**src/rtl/pc_sequencer.sv**
```systemverilog
// Fetch-stage PC sequencer: IDLE/RUN/HALT FSM, 1-cycle registered outputs, no backpressure beyond i_stall/i_halt.
// Misaligned redirects trap to TRAP_VECTOR; define PC_SEQ_PERF_CNT_EN to build the advance/stall counters.
module pc_sequencer #(
  parameter int unsigned                ADDR_WIDTH   = 32,
  parameter logic [ADDR_WIDTH-1:0]      RESET_VECTOR = '0,
  parameter logic [ADDR_WIDTH-1:0]      TRAP_VECTOR  = ADDR_WIDTH'(4),
  parameter int unsigned                INSN_BYTES   = 4
) (
  input  logic                  i_clk,
  input  logic                  i_rst_n,
  input  logic                  i_start,
  input  logic                  i_halt,
  input  logic                  i_stall,
  input  logic                  i_redirect_valid,
  input  logic [ADDR_WIDTH-1:0] i_redirect_pc,
  output logic [ADDR_WIDTH-1:0] o_pc,
  output logic                  o_pc_valid,
  output logic [1:0]            o_state,
  output logic                  o_fault,
  output logic [ADDR_WIDTH-1:0] o_fault_addr,
  output logic [31:0]           o_adv_cnt,
  output logic [31:0]           o_stall_cnt
);

  typedef enum logic [1:0] {
    ST_IDLE = 2'b00,
    ST_RUN  = 2'b01,
    ST_HALT = 2'b10,
    ST_BAD  = 2'b11
  } state_e;

  localparam logic [ADDR_WIDTH-1:0] PC_INC     = ADDR_WIDTH'(INSN_BYTES);
  localparam logic [ADDR_WIDTH-1:0] ALIGN_MASK = ADDR_WIDTH'(INSN_BYTES - 1);

  state_e                state_q, state_d;
  logic [ADDR_WIDTH-1:0] pc_q, pc_d;
  logic                  pc_valid_q, pc_valid_d;
  logic                  fault_q, fault_d;
  logic [ADDR_WIDTH-1:0] fault_addr_q, fault_addr_d;
  logic                  redirect_aligned;

  assign redirect_aligned = ((i_redirect_pc & ALIGN_MASK) == '0);

  always_comb begin
    state_d      = state_q;
    pc_d         = pc_q;
    fault_d      = 1'b0;
    fault_addr_d = fault_addr_q;
    case (state_q)
      ST_IDLE: begin
        if (i_start) state_d = ST_RUN;
      end
      ST_RUN: begin
        if (i_halt) begin
          state_d = ST_HALT;
        end else if (i_redirect_valid) begin
          if (redirect_aligned) begin
            pc_d = i_redirect_pc;
          end else begin
            pc_d         = TRAP_VECTOR;
            fault_d      = 1'b1;
            fault_addr_d = i_redirect_pc;
          end
        end else if (!i_stall) begin
          pc_d = pc_q + PC_INC;
        end
      end
      ST_HALT: begin
        // Halt wins over a simultaneous start; resume keeps the held PC.
        if (i_start && !i_halt) state_d = ST_RUN;
      end
      default: state_d = ST_IDLE;
    endcase
    pc_valid_d = (state_d == ST_RUN);
  end

  always_ff @(posedge i_clk or negedge i_rst_n) begin
    if (!i_rst_n) begin
      state_q      <= ST_IDLE;
      pc_q         <= RESET_VECTOR;
      pc_valid_q   <= 1'b0;
      fault_q      <= 1'b0;
      fault_addr_q <= '0;
    end else begin
      state_q      <= state_d;
      pc_q         <= pc_d;
      pc_valid_q   <= pc_valid_d;
      fault_q      <= fault_d;
      fault_addr_q <= fault_addr_d;
    end
  end

  assign o_pc         = pc_q;
  assign o_pc_valid   = pc_valid_q;
  assign o_state      = state_q;
  assign o_fault      = fault_q;
  assign o_fault_addr = fault_addr_q;

`ifdef PC_SEQ_PERF_CNT_EN
  logic        run_active;
  logic        adv_evt, stall_evt;
  logic [31:0] adv_cnt_q, adv_cnt_d;
  logic [31:0] stall_cnt_q, stall_cnt_d;

  assign run_active = (state_q == ST_RUN) && !i_halt;
  // Trapped redirects still move the PC, so they count as advances.
  assign adv_evt    = run_active && (i_redirect_valid || !i_stall);
  assign stall_evt  = run_active && !i_redirect_valid && i_stall;

  always_comb begin
    adv_cnt_d   = adv_cnt_q + {31'd0, adv_evt};
    stall_cnt_d = stall_cnt_q + {31'd0, stall_evt};
  end

  always_ff @(posedge i_clk or negedge i_rst_n) begin
    if (!i_rst_n) begin
      adv_cnt_q   <= '0;
      stall_cnt_q <= '0;
    end else begin
      adv_cnt_q   <= adv_cnt_d;
      stall_cnt_q <= stall_cnt_d;
    end
  end

  assign o_adv_cnt   = adv_cnt_q;
  assign o_stall_cnt = stall_cnt_q;
`else
  assign o_adv_cnt   = '0;
  assign o_stall_cnt = '0;
`endif

endmodule
```
**config.mk**
```make
export PLATFORM = sky130hd
export DESIGN_NAME = pc_sequencer
export DESIGN_NICKNAME = d
export VERILOG_FILES = /design/src/rtl/pc_sequencer.sv
export SDC_FILE = /design/constraint.sdc
export NUM_CORES = 1
export LEC_CHECK = 0
export CAP_MARGIN = 20
export CORE_UTILIZATION = 43
export DETAILED_ROUTE_END_ITERATION = 10
export GPL_ROUTABILITY_DRIVEN = 0
export HOLD_SLACK_MARGIN = 0.12
export PLACE_DENSITY = 0.91
export RECOVER_POWER = 25
export SETUP_SLACK_MARGIN = 0.4
export SLEW_MARGIN = 20
export SYNTH_ARGS = -nofsm -noshare
export SYNTH_HDL_FRONTEND = slang
export SYNTH_SLANG_ARGS = --single-unit
```
**constraint.sdc**
```tcl
create_clock -name i_clk -period 2.67 [get_ports i_clk]
set_clock_uncertainty 0.05 [all_clocks]
set_input_delay 0.534 -clock i_clk [delete_from_list [all_inputs] [get_ports i_clk]]
set_output_delay 0.534 -clock i_clk [all_outputs]
set_load 0.1 [all_outputs]
```
## Word level (Yosys, flattened, before mapping)

Cells that the tools add are included.

- Register bits: 68
- Bits of input ports: 38
- Logic and storage cells: 29

- Add/sub/neg operators: 1
- Eq/ne operators: 4
- Muxes and demuxes: 11
- Bitwise operators: 2
- Reductions and logical operators: 6

Operators with widths:

| kind | count |
|---|---|
| $mux W32 | 3 |
| $add A32 B3 Y32 const B | 1 |
| $logic_not A32 Y1 | 1 |
| $mux W2 | 3 |
| $pmux W2 S3 | 1 |
| $eq A2 B1 Y1 const B | 2 |
| $mux W1 | 4 |
| $reduce_and A4 Y1 | 1 |
| $reduce_and A3 Y1 | 1 |
| $eq A2 B2 Y1 const B | 1 |
| $logic_not A2 Y1 | 1 |
| $ne A2 B1 Y1 const B | 1 |
| $not A1 Y1 | 2 |
| $logic_and A1 B1 Y1 | 1 |
| $logic_not A1 Y1 | 1 |

## Depth between registers and ports, before layout

Gate-level depths: netlist of run 1.

- Word-level depth: 5
- Depth in mapped cells: 7
- Depth with buffers taken out: 6

## Worst setup path after synthesis of run 1

OpenSTA, ideal clock, no wires.

- Path kind: reg2reg
- Start: register pc_q[2], in the netlist o_pc[2]
- End: register pc_q[30], in the netlist o_pc[30]
- Setup time: 126 ps
- Arrival: 2385 ps
- Path slack: 109 ps
- Cell stages (with the launch flop): 7
- Period minus slack after synthesis: 2561 ps
- Cell sequence: dfrtp_1 -> ha_1 -> nand3_1 -> nor2_1 -> clkbuf_1 -> nand4_1 -> a311o_1

- Longest elaborated chain between the ends: 3

RTL lines:

| item | RTL line | source |
|---|---|---|
| start, declared | 36 | `logic [ADDR_WIDTH-1:0] pc_q, pc_d;` |
| start signal, assigned | 86 | `pc_q <= pc_d;` |
| $add A32 B3 Y32 | 65 | `pc_d = pc_q + PC_INC;` |
| $mux W32 | 64 | `end else if (!i_stall) begin` |
| $mux W32 | 56 | `end else if (i_redirect_valid) begin` |

Every way passes these cells. The select of a mux whose other input is x is not followed.
A chain may end at the register's enable or synchronous reset.

## Final worst setup path of run 1

- Start: input i_halt
- End: register pc_q[16], in the netlist o_pc[16]

- Longest elaborated chain between the ends: 2

RTL lines:

| item | RTL line | source |
|---|---|---|
| start, declared | 12 | `input logic i_halt,` |
| $not A1 Y1 (no line) | - |  |
| $reduce_and A3 Y1 (no line) | - |  |

Every way passes these cells.

==> flow_summary.json, run 1 <==
{
  "status": "complete, but fails checks",
  "violations": "DRC, capacitance limit, slew limit",
  "num_vias": 3463,
  "cts-root-buf": "clkbuf_8",
  "r2r_slack_ps": 670,
  "std_cell_rows": 34,
  "cts_max_level": 3,
  "cts_setup_buffers": 0,
  "register_area_mm2": 0.001727,
  "rsz0062_at_grt": "false",
  "drive_gt1_share_pct": 30.19,
  "coreArea_mm2": 0.008806,
  "cp_max_fo": 18,
  "synth_top_area_share_pct": 43.24,
  "postLayoutCellArea_mm2": 0.005011,
  "wire_per_inst_um": 15.42,
  "synth-seq-cells": 68,
  "clock_latency_ps": 350,
  "wirelength_mm": 9.837,
  "drv_slew": 69,
  "cts_tree": "done",
  "drv_cap": 1,
  "grt_pass1_vias": 3201,
  "yosys.area.top_type": "dfrtp_1",
  "synth_area_leaders": "dfrtp_1 43%, buf_4 13%, mux2_2 8.9%",
  "hold_end": "o_pc[0]$_DFFE_PN0P_",
  "grt_pass1_wl_mm": 16.23,
  "avgSynthCellArea_um2": 9.505,
  "hold_start": "o_pc[0]$_DFFE_PN0P_",
  "cp_top_family": "buffers and inverters",
  "cts_buffers": 9,
  "reg2regPathDepth": 5,
  "finalHoldViolations": 0,
  "path_depth": 7,
  "reg2reg_to": "o_pc[25]$_DFFE_PN0P_",
  "initial_core_util_pct": 44.69,
  "met2_length_mm": 4.527,
  "grt_max_degree": 69,
  "fin_crit_sh_pct": 81.47,
  "dp.cells": 622,
  "antenna_found_initial": 0,
  "nets": 564,
  "cts_sinks": 68,
  "cts_buffer_depth": 2,
  "io_pins": 170,
  "r2r_start": "o_pc[16]$_DFFE_PN0P_",
  "nFillCells": 739,
  "critPathMaxStageDelay_ps": 480,
  "dpl_cell_area_mm2": 0.004787,
  "multi_input_area_mm2": 0.001884,
  "final.setup.tns_ps": 0,
  "syn-cell-area_mm2": 0.003935,
  "end_kind": "flip-flop",
  "cp.buffers_inverters": 2,
  "final.min_clock_period_ps": 2175,
  "drt_iter0_markers": 341,
  "drc_errors": 34,
  "vias_per_cell": 5.428,
  "start_kind": "primary input",
  "cp.required_ps": 2900,
  "dp_hpwl_mm": 7.140,
  "worst_pin_slew_ps": 1686,
  "setup_violations": 0,
  "area_growth_pct": 27.35,
  "critical_path_class": "in -> reg",
  "grt_overflow": 0,
  "track_usage_pct": 21.41,
  "antenna_left": 0,
  "cp_cell_sequence": "clkdlybuf4s50_1 > or3b_4 > a21oi_4 > buf_12 > a31oi_1 > a311o_1 > nand3_1",
  "synthFlopType": "dfrtp_1",
  "yosysWarnings": 0,
  "die_w_um": 97.66,
  "cpMaxStageDelayCell": "clkdlybuf4s50_1",
  "worstHoldPathType": "reg -> reg",
  "hold_path_depth": 1,
  "synth_edf_count": 0,
  "top_layer_used": "met4",
  "fp.dieH_um": 97.66,
  "cp_data_arrival_time_ps": 2400,
  "postSynthCellCount": 414,
  "seq_area_frac_synth_pct": 43.24,
  "max_freq_mhz": 459.7,
  "finalNonFillerCells": 638,
  "antenna_cells": 0,
  "synthMostInstantiatedCell": "buf_4",
  "wl_met1_mm": 4.106,
  "ys_types": 46,
  "async_reset_ff_share_pct": 100.0,
  "dieArea_mm2": 0.009537,
  "synth_common_cells": "70 x buf_4, 68 x dfrtp_1, 39 x nand2_1",
  "slew_headroom_pct": -12.42,
  "clk_transition_reported_paths_ps": 80,
  "route.met3.wl_um": 912,
  "drtPass1Iterations": 8,
  "portBuffers": 105
}
## cell usage in the layout, fill, tap and decap left out, types with 2 or more instances in the layout
master           count
o21ai_0             13
or4_1                7
bufinv_16            2
nor2_4               2
mux2_2              31
nand3_1             31
a31oi_1              3
clkinvlp_4           2
nand2_1             39
inv_1                3
o22ai_1              8
conb_1              64
clkdlybuf4s50_1     36
and4_1               2
dfrtp_1             48
a21oi_1             22
clkbuf_8             9
nand4_1             16
a41oi_1              3
nor2b_1              5
nor2_1              23
a311o_1              5
buf_12               3
mux2i_1              5
nor3_1               8
nor4_1               4
dfrtp_2             20
and3_1              10
buf_4               81
## flip-flops by register name (all words and copies together), names as in the netlist
signal and flops:
o_pc 32, o_state 2, o_fault 1, o_pc_valid 1
o_fault_addr 32
## how the worst max path moves through the flow
stage / startpoint / to / slack (ps)
4_1_cts: i_halt / o_fault_addr[25]$_DFFE_PN0P_ / 420
6_report: i_halt / o_pc[16]$_DFFE_PN0P_ / 490
5_1_grt: i_halt / o_fault_addr[23]$_DFFE_PN0P_ / 420
3_5_place_dp: i_halt / o_pc[16]$_DFFE_PN0P_ / 50
3_3_place_gp: i_halt / o_fault_addr[28]$_DFFE_PN0P_ / 90
2_1_floorplan: o_pc[20]$_DFFE_PN0P_ / o_pc[29]$_DFFE_PN0P_ / 400
## per-layer routing
layer | global-route usage (%) | vias up
li1 | - | 1586
met1 | 28.71 | 1644
met2 | 33.33 | 210
met3 | 4.173 | 23
met4 | 10.02 | 0
met5 | 0 | -
## kinds of logic (layout without fill, tap and decap cells)
family | count (synthesis) | after routing | synth area share [%]
adder cells (fa/ha/maj) | 1 | 1 | 0.3179
AND/OR/NAND/NOR | 156 | 156 | 20.45
buffers and inverters | 88 | 141 | 15.36
flip-flops | 68 | 68 | 43.24
other | 1 | 64 | 0.09530
multiplexers | 36 | 36 | 10.14
AO/OA/AOI/OAI | 64 | 64 | 10.40
## timing repair
action,CTS,global route
setup endpoints to repair,1,32
gates resized for setup,1,2
pin swaps,0,0
hold buffers,0,0
## final cells by class
type,count,area share (%)
clock inverter,6,1.773
inverter,4,0.2996
tap,108,2.697
multi-input combinational,321,37.60
timing repair buffer,121,20.62
clock buffer,10,2.547
sequential,68,34.46
## through the flow
stage,hold WS [ps],utilization [%],setup WS [ps]
after floorplan,188.4,-,400.1
after global placement,416.7,54.36,89.67
after detailed placement,446.8,54.36,46.82
after CTS,274.7,56.85,418.5
after global routing,484.7,56.91,423.3
final,458.1,56.91,494.6
Power of run 1 is left out: the tool's default activity adds up to more than one toggle a clock period on the data nets, which glitch-free logic cannot reach.
==> run 2: changes to the inputs <==
--- a/config.mk
+++ b/config.mk
@@ -6,11 +6,11 @@
 export NUM_CORES = 1
 export LEC_CHECK = 0
 export CAP_MARGIN = 20
-export CORE_UTILIZATION = 43
+export CORE_UTILIZATION = 39
 export DETAILED_ROUTE_END_ITERATION = 10
 export GPL_ROUTABILITY_DRIVEN = 0
 export HOLD_SLACK_MARGIN = 0.12
-export PLACE_DENSITY = 0.91
+export PLACE_DENSITY = 0.88
 export RECOVER_POWER = 25
 export SETUP_SLACK_MARGIN = 0.4
 export SLEW_MARGIN = 20
==> constraint.sdc (replaced) <==
create_clock -name i_clk -period 1.8 [get_ports i_clk]
set_clock_uncertainty 0.05 [all_clocks]
set_input_delay 0.36 -clock i_clk [delete_from_list [all_inputs] [get_ports i_clk]]
set_output_delay 0.36 -clock i_clk [all_outputs]
set_load 0.1 [all_outputs]
==> run 2 against run 1 <==
Net effect:
- global-route usage rose by 9.1 points
- the run ends with setup timing left
- setup slack got worse by 720 ps
- flip-flop and latch count did not move
==> flow_summary.json, run 2 (synthesis gave the netlist of run 1 again) <==
{
  "portBuffers": 105,
  "hold_end": "o_state[1]$_DFF_PN0_",
  "violations": "setup timing",
  "wirelength_mm": 18.59,
  "drv_slew": 0,
  "cts_buffer_depth": 2,
  "status": "complete, but fails checks",
  "register_area_mm2": 0.001800,
  "area_growth_pct": 96.60,
  "std_cell_rows": 36,
  "wire_per_inst_um": 23.21,
  "cts_max_level": 3,
  "finalHoldViolations": 0,
  "die_w_um": 102.5,
  "final_cell_mix": "83 x buf_4, 71 x buf_12, 64 x conb_1",
  "worst_pin_slew_ps": 662.9,
  "hold_path_depth": 3,
  "cts_buffers": 9,
  "setup_ws_ps": -227.5,
  "clock_latency_ps": 400,
  "reg2reg_to": "o_pc[30]$_DFFE_PN0P_",
  "setup_violations": 60,
  "grt_max_degree": 29,
  "track_usage_pct": 30.54,
  "rsz0062_at_grt": "true",
  "cp_data_arrival_time_ps": 2240,
  "worstHoldPathType": "in -> reg",
  "max_freq_mhz": 493.2,
  "num_vias": 4701,
  "cp.required_ps": 2010,
  "reg2regPathDepth": 5,
  "cts-root-buf": "clkbuf_8",
  "grt_overflow": 0,
  "coreArea_mm2": 0.009774,
  "clk_transition_reported_paths_ps": 80,
  "dp_hpwl_mm": 8.890,
  "start_kind": "flip-flop",
  "io_pins": 170,
  "drt_iter0_markers": 474,
  "dieArea_mm2": 0.01050,
  "r2r_start": "o_pc[16]$_DFFE_PN0P_",
  "drc_errors": 0,
  "antenna_found_initial": 0,
  "antenna_left": 0,
  "timing.hold.ws_ps": 317.8,
  "antenna_cells": 0,
  "final_common_cell": "buf_4",
  "grt_pass1_wl_mm": 23.47,
  "critical_path_class": "reg -> reg",
  "end_kind": "flip-flop",
  "vias_per_cell": 5.869,
  "grt_pass1_vias": 4224,
  "nFillCells": 512,
  "cts_sinks": 68,
  "r2r_slack_ps": -230,
  "initial_core_util_pct": 40.26,
  "cp_max_fo": 4,
  "final.min_clock_period_ps": 2027,
  "drtPass1Iterations": 5,
  "slew_headroom_pct": 55.81,
  "nets": 702,
  "fp.dieH_um": 102.5,
  "multi_input_area_mm2": 0.002327,
  "fin_crit_sh_pct": 112.6,
  "cts_tree": "done",
  "drive_gt1_share_pct": 55.54,
  "hold_start": "i_halt",
  "drv_cap": 0
}
==> run 2: changes by cell type in the layout (fill, tap and decap cells not counted), sizes merged <==
cell           delta
dlygate4sd3       +1
clkdlybuf4s50     -2
dlygate4sd2       +1
clkinvlp          -1
buf             +135
clkbuf            +3
dlymetal6s2s      +1
==> run 2: layout make-up <==
class	count	area share (%)
clock buffers	11	1.698
clock inverters	5	1.003
inverters	4	0.2588
multi-input cells	321	30.08
flip-flops and latches	68	23.27
well taps	133	2.151
repair buffers	259	41.53
==> run 2: metal layers <==
layer / vias to the layer above / wire, µm / GRT usage (%)
li1: 1856 / - / -
met1: 2282 / 6641 / 37.30
met2: 423 / 8619 / 50.82
met3: 140 / 1879 / 6.908
met4: 0 / 1448 / 14.95
met5: - / 0 / 0
==> run 2: worst max-delay path by stage <==
stage | startpoint | endpoint | slack (ps) | cells past startpoint
floorplan | o_state[1]$_DFF_PN0_ | o_fault_addr[10]$_DFFE_PN0P_ | -270 | 6
global placement | i_halt | o_fault_addr[21]$_DFFE_PN0P_ | -530 | 6
detailed placement | i_halt | o_fault_addr[13]$_DFFE_PN0P_ | -580 | 6
CTS | o_state[1]$_DFF_PN0_ | o_fault_addr[9]$_DFFE_PN0P_ | -130 | 5
global route | o_pc[16]$_DFFE_PN0P_ | o_pc[30]$_DFFE_PN0P_ | -230 | 5
finish | o_pc[16]$_DFFE_PN0P_ | o_pc[30]$_DFFE_PN0P_ | -230 | 5
==> run 2: what timing repair did <==
action	CTS	global route
gates resized for setup	83	81
gates cloned	1	1
endpoints found under the hold margin	22	0
setup endpoints to repair	99	119
pin swaps	13	28
setup buffers	45	47
hold buffers	1	0
==> run 2: metrics by stage <==
step	cells	util [%]	instance area (µm²)	setup TNS (ps)	setup WS, ps
after floorplan	477	-	4377	-10600	-271.6
after global placement	690	62.80	6138	-27410	-530.1
after detailed placement	690	62.80	6138	-29270	-575.7
after CTS	753	71.94	7032	-3375	-127.3
after global routing	801	79.15	7736	-8261	-226.7
final	801	79.15	7736	-6653	-227.5
==> run 2: critical path: stages (launching register included) <==
cell	delay, ps
dfrtp_4	420
nand4_1	230
buf_4	240
nor2_1	240
nand4_1	270
a311o_1	450
Power of run 2 is left out for the same reason.
==> run 3: changes to the inputs <==
--- a/config.mk
+++ b/config.mk
@@ -6,6 +6,7 @@
 export NUM_CORES = 1
 export LEC_CHECK = 0
 export CAP_MARGIN = 20
+export CORE_MARGIN = 3
 export CORE_UTILIZATION = 39
 export DETAILED_ROUTE_END_ITERATION = 10
 export GPL_ROUTABILITY_DRIVEN = 0
==> run 3 against run 2 <==
Net effect:
- the run still ends with setup timing left
- die area increased by 8.0%
- global-route usage down 3.7 points
- via count shrank 3.2%
- register-to-register slack worse by 70 ps
- non-clock buffer count shrank 28
- critical endpoint is now o_pc[28]$_DFFE_PN0P_
- cell area shrank 4.2%
- routed wire length hardly changed
==> flow_summary.json, run 3 (synthesis gave the netlist of run 1 again) <==
{
  "slew_headroom_pct": 47.23,
  "drive_gt1_share_pct": 52.50,
  "grt_pass1_wl_mm": 23.69,
  "worst_pin_slew_ps": 791.5,
  "cts-root-buf": "clkbuf_8",
  "portBuffers": 105,
  "drc_errors": 0,
  "worstHoldPathType": "in -> reg",
  "timing.hold.ws_ps": 468.0,
  "cts_tree": "done",
  "rsz0062_at_grt": "true",
  "critical_path_class": "reg -> reg",
  "std_cell_rows": 36,
  "wirelength_mm": 18.57,
  "fin_crit_sh_pct": 116.5,
  "vias_per_cell": 5.887,
  "cts_sinks": 68,
  "drt_iter0_markers": 471,
  "cts_buffers": 9,
  "cp_max_fo": 7,
  "cp_cell_sequence": "nand4_1 > buf_4 > nor2_4 > buf_6 > nand4_1 > mux2i_1 > nand3_1",
  "violations": "setup timing",
  "clk_transition_reported_paths_ps": 100,
  "r2r_slack_ps": -300,
  "final_util_pct": 75.86,
  "drtPass1Iterations": 5,
  "coreArea_mm2": 0.009774,
  "antenna_cells": 0,
  "num_vias": 4551,
  "setup_violations": 61,
  "io_pins": 170,
  "area_growth_pct": 88.43,
  "final.min_clock_period_ps": 2098,
  "final.setup.tns_ps": -9483,
  "grt_max_degree": 29,
  "status": "complete, but fails checks",
  "grt_overflow": 0,
  "postLayoutCellArea_mm2": 0.007415,
  "initial_core_util_pct": 40.26,
  "final_common_cell": "buf_12",
  "crit_top_cell": "nand4_1",
  "drv_slew": 0,
  "die_w_um": 106.5,
  "drv_cap": 0,
  "reg2regPathDepth": 7,
  "hold_path_depth": 3,
  "track_usage_pct": 26.89,
  "wire_per_inst_um": 24.02,
  "cpMaxStageDelayCell": "dfrtp_4",
  "end_kind": "flip-flop",
  "dpl_cell_area_mm2": 0.006163,
  "max_freq_mhz": 476.7,
  "antenna_found_initial": 0,
  "start_kind": "flip-flop",
  "setup_ws_ps": -297.7,
  "fp.dieH_um": 106.5,
  "cp.required_ps": 1970,
  "dp_hpwl_mm": 9.352,
  "cp_data_arrival_time_ps": 2260,
  "finalHoldViolations": 0,
  "dieArea_mm2": 0.01133,
  "critPathMaxStageDelay_ps": 460,
  "nets": 674,
  "final_cell_mix": "71 x buf_12, 69 x buf_4, 64 x conb_1",
  "antenna_left": 0,
  "grt_pass1_vias": 4202,
  "cts_buffer_depth": 2,
  "clock_latency_ps": 390,
  "cts_max_level": 3
}
-- run 3: cell types whose count changed in the layout (fill, tap and decap cells not counted), sizes merged --
cell / previous run / this run
clkinvlp: 1 / 0
buf: 219 / 190
bufinv: 2 / 0
dlymetal6s2s: 1 / 0
dlygate4sd2: 1 / 2
clkbuf: 14 / 18
-- run 3: layout make-up --
type,instances,area (µm²)
repair buffers,231,2927
fillers,540,2360
multi-input cells,321,2327
flip-flops and latches,68,1802
well taps,133,166.4
clock buffers,14,162.7
inverters,4,20.02
clock inverters,2,10.01
-- run 3: path summary, 6_finish.rpt --
check                                              endpoint                         from
worst max-delay path                   o_pc[28]$_DFFE_PN0P_         o_pc[13]$_DFFE_PN0P_
worst min-delay path                   o_state[1]$_DFF_PN0_                       i_halt
worst max register to register         o_pc[28]$_DFFE_PN0P_         o_pc[13]$_DFFE_PN0P_
worst min register to register  o_fault_addr[0]$_DFFE_PN0P_  o_fault_addr[0]$_DFFE_PN0P_
max in group asynchronous       o_fault_addr[1]$_DFFE_PN0P_                      i_rst_n
min in group asynchronous              o_pc[14]$_DFFE_PN0P_                      i_rst_n
-- run 3: per-layer routing --
| layer | wire (µm) | share of wire, % | GRT usage, % |
|---|---|---|---|
| met5 | 0 | 0 | 0 |
| met3 | 2073 | 11 | 7.043 |
| met1 | 6409 | 35 | 32.02 |
| met4 | 1188 | 6.4 | 15.25 |
| met2 | 8899 | 48 | 43.98 |
-- run 3: what timing repair did --
item,CTS,global route
pin swaps,19,29
cloned,0,2
buffers inserted,28,31
hold buffers,1,0
resized for setup,66,83
endpoints found under the hold margin,25,0
endpoints found under the setup margin,99,107
-- run 3: critical path, delay by kind of cell (launching register included) --
family	cells	cell delay, ps
AND/OR/NAND/NOR	4	750
buffers and inverters	2	430
flip-flops	1	460
multiplexers	1	240
-- run 3: through the flow --
step                cells  worst slack (ps)
floorplan             477            -271.6
global placement      695            -513.3
detailed placement    695            -597.9
CTS                   740            -116.9
global route          773            -404.5
finish                773            -297.7
Power of run 3 is left out for the same reason.
